$ cat config.mk
export PLATFORM = sky130hd
export DESIGN_NAME = updown_sweep_ctrl
export DESIGN_NICKNAME = d
export VERILOG_FILES = /design/src/rtl/updown_pkg.sv /design/src/rtl/dwell_timer.sv /design/src/rtl/updown_sweep_ctrl.sv
export SDC_FILE = /design/constraint.sdc
export NUM_CORES = 1
export LEC_CHECK = 0
export CAP_MARGIN = 10
export CORE_MARGIN = 5
export CORE_UTILIZATION = 56
export DETAILED_ROUTE_END_ITERATION = 16
export PLACE_DENSITY_LB_ADDON = 0.1
export SLEW_MARGIN = 20
export SYNTH_ARGS = -nofsm -noshare
export SYNTH_HDL_FRONTEND = slang
export SYNTH_SLANG_ARGS = --single-unit
$ cat constraint.sdc
create_clock -name clk -period 3.5 [get_ports clk]
set_input_delay 0.7 -clock clk [delete_from_list [all_inputs] [get_ports clk]]
set_output_delay 0.7 -clock clk [all_outputs]
set_load 0.1 [all_outputs]
$ cat src/rtl/updown_pkg.sv
// Shared types and constants for the up/down sweep controller.
package updown_pkg;

  localparam int DEFAULT_WIDTH = 8;

  localparam logic DIR_UP   = 1'b1;
  localparam logic DIR_DOWN = 1'b0;

  typedef enum logic [2:0] {
    IDLE,
    SEEK,
    UP,
    HOLD_HI,
    DOWN,
    HOLD_LO,
    DONE
  } state_t;

endpackage

$ cat src/rtl/dwell_timer.sv
// Load-and-count-down timer; tc is high while the count sits at zero.
module dwell_timer #(
  parameter int W = 8
) (
  input  logic         clk,
  input  logic         rst_n,
  input  logic         load,
  input  logic [W-1:0] load_val,
  input  logic         en,
  output logic         tc
);

  logic [W-1:0] count;

  // NOTE: sequential state is assigned with <= so every flop samples pre-edge values.
  always_ff @(posedge clk or negedge rst_n) begin
    if (!rst_n) begin
      count <= '0;
    end else if (load) begin
      count <= load_val;
    end else if (en && count != '0) begin
      count <= count - 1'b1;
    end
  end

  assign tc = (count == '0);

endmodule

$ cat src/rtl/updown_sweep_ctrl.sv
// Drives an up/down counter as a triangle wave between latched bounds,
// dwelling at each bound and counting completed sweeps.
module updown_sweep_ctrl
  import updown_pkg::*;
#(
  parameter int WIDTH   = DEFAULT_WIDTH,
  parameter int DWELL_W = 8,
  parameter int SWEEP_W = 8
) (
  input  logic               clk,
  input  logic               reset,
  input  logic               start,
  input  logic               abort,
  input  logic [WIDTH-1:0]   lo_bound,
  input  logic [WIDTH-1:0]   hi_bound,
  input  logic [DWELL_W-1:0] dwell,
  input  logic [SWEEP_W-1:0] n_sweeps,
  input  logic [WIDTH-1:0]   cnt_val,
  output logic               cnt_en,
  output logic               up_down,
  output logic               busy,
  output logic               done,
  output logic               cfg_err,
  output logic [SWEEP_W-1:0] sweep_cnt
);

  state_t             state, state_next;
  logic [WIDTH-1:0]   lo_q, hi_q;
  logic [DWELL_W-1:0] dwell_q;
  logic [SWEEP_W-1:0] n_sweeps_q;
  logic [SWEEP_W-1:0] sweep_cnt_q;
  logic [SWEEP_W-1:0] sweep_plus;
  logic               cfg_err_q;

  logic accept, reject, sweep_inc, timer_load, timer_tc;

  assign sweep_plus = sweep_cnt_q + 1'b1;

  // NOTE: every signal written here gets a default first, so no latch is inferred.
  always_comb begin
    state_next = state;
    cnt_en     = 1'b0;
    up_down    = DIR_UP;
    accept     = 1'b0;
    reject     = 1'b0;
    sweep_inc  = 1'b0;
    timer_load = 1'b0;

    case (state)
      IDLE: begin
        if (start && !abort) begin
          if (lo_bound < hi_bound) begin
            accept     = 1'b1;
            state_next = SEEK;
          end else begin
            reject = 1'b1;
          end
        end
      end
      SEEK: begin
        up_down = (cnt_val < lo_q) ? DIR_UP : DIR_DOWN;
        cnt_en  = (cnt_val != lo_q);
        if (cnt_val == lo_q) state_next = UP;
      end
      UP: begin
        up_down = DIR_UP;
        cnt_en  = (cnt_val != hi_q);
        if (cnt_val == hi_q) begin
          state_next = HOLD_HI;
          timer_load = 1'b1;
        end
      end
      HOLD_HI: begin
        if (timer_tc) state_next = DOWN;
      end
      DOWN: begin
        up_down = DIR_DOWN;
        cnt_en  = (cnt_val != lo_q);
        if (cnt_val == lo_q) begin
          state_next = HOLD_LO;
          timer_load = 1'b1;
        end
      end
      HOLD_LO: begin
        if (timer_tc) begin
          sweep_inc = 1'b1;
          // n_sweeps of zero means run until abort.
          if (n_sweeps_q != '0 && sweep_plus == n_sweeps_q) state_next = DONE;
          else                                              state_next = UP;
        end
      end
      DONE:    state_next = IDLE;
      default: state_next = IDLE;
    endcase

    // Abort overrides everything outside IDLE, including the step enable this cycle.
    if (abort && state != IDLE) begin
      state_next = IDLE;
      cnt_en     = 1'b0;
      sweep_inc  = 1'b0;
      timer_load = 1'b0;
    end
  end

  always_ff @(posedge clk or negedge reset) begin
    if (!reset) begin
      state       <= IDLE;
      lo_q        <= '0;
      hi_q        <= '0;
      dwell_q     <= '0;
      n_sweeps_q  <= '0;
      sweep_cnt_q <= '0;
      cfg_err_q   <= 1'b0;
    end else begin
      state     <= state_next;
      cfg_err_q <= reject;
      if (accept) begin
        lo_q        <= lo_bound;
        hi_q        <= hi_bound;
        dwell_q     <= dwell;
        n_sweeps_q  <= n_sweeps;
        sweep_cnt_q <= '0;
      end else if (sweep_inc) begin
        sweep_cnt_q <= sweep_plus;
      end
    end
  end

  dwell_timer #(.W(DWELL_W)) u_dwell_timer (
    .clk      (clk),
    .rst_n    (reset),
    .load     (timer_load),
    .load_val (dwell_q),
    .en       (state == HOLD_HI || state == HOLD_LO),
    .tc       (timer_tc)
  );

  assign busy      = (state != IDLE);
  assign done      = (state == DONE) && !abort;
  assign cfg_err   = cfg_err_q;
  assign sweep_cnt = sweep_cnt_q;

endmodule
==> results.ini <==
[status]
status=finished, final reports clean

[clocking]
clock-sinks=52
post-cts-setup-buffers=0
postCtsHoldBufs=0
cts_root_buf=clkbuf_8
cts-resized-gates=0
clk_latency_ns=0.31
clk_pin_slew_ns=0.09
cts_tree=built
cts_made_buffers=5
clk_path_buf_depth=2
htree_levels=2

[grt]
grt_pass1_wl_mm=10.8
grtUsageTotal_pct=19.0
grt-ovfl-total=0
grt_pass1_vias=2371
grt_max_degree=28
antenna_found_initial=0

[route]
drt-initial-drc-count=110
met1Wirelength_mm=2.77
wl_met3_um=417
dr.pass1.iters=4
ant_nets=0
dr_wl_met2_mm=3.06
routed.top_layer=met4
wirelength_mm=6.34
num_vias=2308
via_per_inst=5.53
wl_per_cell_um=15.2
remaining_drc_errors=0

[timing]
drv_slew=0
setup_tns_ns=0
clock-skew-final_ns=0.00697
min_period_over_period_pct=90.0
layout_min_cycle_time_ns=3.15
clock.fmax_mhz=317
setup-violations-final=0
grt_setup_unrepaired=no
finalHoldViolCount=0
worstMarginPinSlew_ns=0.964
maxSlewHeadroom_pct=35.5

[finish]
nFillCells=400
nNetsFinal=408
drive_above_1_share_pct=18.2
syn_to_final_growth_pct=24.6
final_cell_mix=52 x dfrtp_1, 46 x clkdlybuf4s50_1, 32 x mux2_2
fin_util_pct=73.0
antenna_cells=0
layout_commonest_cell=dfrtp_1

[critical_path]
crit_type=input port to output port
start_kind=input port
cp-end-kind=output port
crit_fanout=2
crit_required_ns=2.80
critPathArrivalTime_ns=2.45

[power]
p_per_area_nw_per_um2=652
power.total_mw=2.47
ir_worst_vdd_uv=472
leakage_nw=1.66

[synth]
synth_area_um2=3050
synth_flop_cell=dfrtp_1
seq_area_frac_synth_pct=42.7
synth_nets=351
syn_inst=289
async_flop_share_pct=100
synth.avg_cell_area_um2=10.5
synth_edf_count=0
ys.warnings.count=0
ys_ff_latch=52
ys_types=46

[floorplan]
fp.dieArea_um2=7020
start_util_pct=58.6
die_w_um=83.8
pin_count=57
fp.dieH_um=83.8
rows=26
core_area_um2=5200

[placement]
place_congestion=0.774
io_buffers=56
hpwl_mm=4.90

[worst_hold_path]
holdCritPathClass=input port to asynchronous set/reset pin

[job]
drv_cap=0

==> synth_stat cells (all sizes together), types with 2 or more instances <==
cell / number / share of area (%)
dfrtp: 52 / 43
mux2: 32 / 12
xnor2: 24 / 6.9
inv: 22 / 2.7
nor2: 20 / 2.5
ha: 18 / 7.4
o21ai: 18 / 3.0
a21oi: 8 / 1.3
buf: 8 / 1.5
nand2: 8 / 0.99
nor3: 7 / 1.3
xor2: 6 / 1.7
nand4: 5 / 1.0
nor2b: 5 / 1.3
nor4: 5 / 1.0
a21o: 4 / 0.99
a221o: 4 / 1.3
nand2b: 4 / 0.82
nor3b: 4 / 0.99
clkbuf: 3 / 0.37
o211ai: 3 / 0.74
or4: 3 / 0.99
and3: 2 / 0.41
mux2i: 2 / 0.66
nand3: 2 / 0.33
nand3b: 2 / 0.49
o22ai: 2 / 0.41
o31ai: 2 / 0.49
or3: 2 / 0.41
or3b: 2 / 0.57
==> worst max-delay path, stage by stage <==
cell and delay, ns:
clkdlybuf4s50_1 0.45, ha_1 0.33, a21o_1 0.16, a21o_1 0.17, a21oi_1 0.13, o21ai_0 0.11
a21oi_2 0.20, buf_12 0.20
==> final cells by class <==
| type | count | area, um^2 | share of cell area (%) |
|---|---|---|---|
| timing repair buffer | 61 | 608 | 16.0 |
| inverter | 22 | 82.6 | 2.17 |
| sequential | 52 | 1300 | 34.3 |
| multi-input combinational | 204 | 1610 | 42.4 |
| tap | 70 | 87.6 | 2.31 |
| clock inverter | 2 | 35.0 | 0.923 |
| clock buffer | 6 | 72.6 | 1.91 |
==> metrics by stage <==
stage | cell area, um^2 | instances | worst slack (ns) | hold WS (ns)
6_report | 3800 | 417 | 0.349 | 0.389
5_1_grt | 3800 | 417 | 0.215 | 0.432
4_1_cts | 3800 | 417 | 0.334 | 0.402
3_5_place_dp | 3690 | 409 | 0.336 | 0.468
3_3_place_gp | 3690 | 409 | 0.331 | 0.462
2_1_floorplan | 3050 | 289 | 0.371 | 0.404
==> cell families after synthesis <==
kind of cell	share of synthesized area (%)
AO/OA/AOI/OAI	10.3
XOR/XNOR	8.62
adder cells (fa/ha/maj)	7.39
buffers and inverters	4.60
flip-flops	42.7
multiplexers	12.5
AND/OR/NAND/NOR	13.9
==> final timing paths <==
kind / startpoint / end / slack, ns / depth (start not counted)
max: cnt_val[5] / up_down / 0.35 / 8
min: reset / n_sweeps_q[7] / 0.39 / 1
max reg2reg: u_dwell_timer.count[0] / u_dwell_timer.count[5] / 1.03 / 8
min reg2reg: dwell_q[0] / u_dwell_timer.count[0] / 0.48 / 2
max in group asynchronous: reset / state[0] / 2.35 / 2
min in group clk: dwell_q[0] / u_dwell_timer.count[0] / 0.48 / 2
==> layer usage <==
| layer | global-route usage [%] | vias up |
|---|---|---|
| li1 | - | 1138 |
| met1 | 24.0 | 1094 |
| met2 | 30.9 | 66 |
| met3 | 4.74 | 10 |
| met4 | 7.89 | 0 |
| met5 | 0 | - |
==> registers in the layout, indices dropped and copies added (netlist names) <==
register / cells
hi_q: 8
cfg_err: 1
dwell_q: 8
sweep_cnt: 8
lo_q: 8
u_dwell_timer.count: 8
state: 3
n_sweeps_q: 8
==> power by group <==
part / switching (mW) / internal [mW] / total, mW
clock: 0.201 / 0.212 / 0.413
combinational: 0.509 / 0.511 / 1.02
sequential: 0.209 / 0.833 / 1.04
Power figures use the tool's default switching activity.
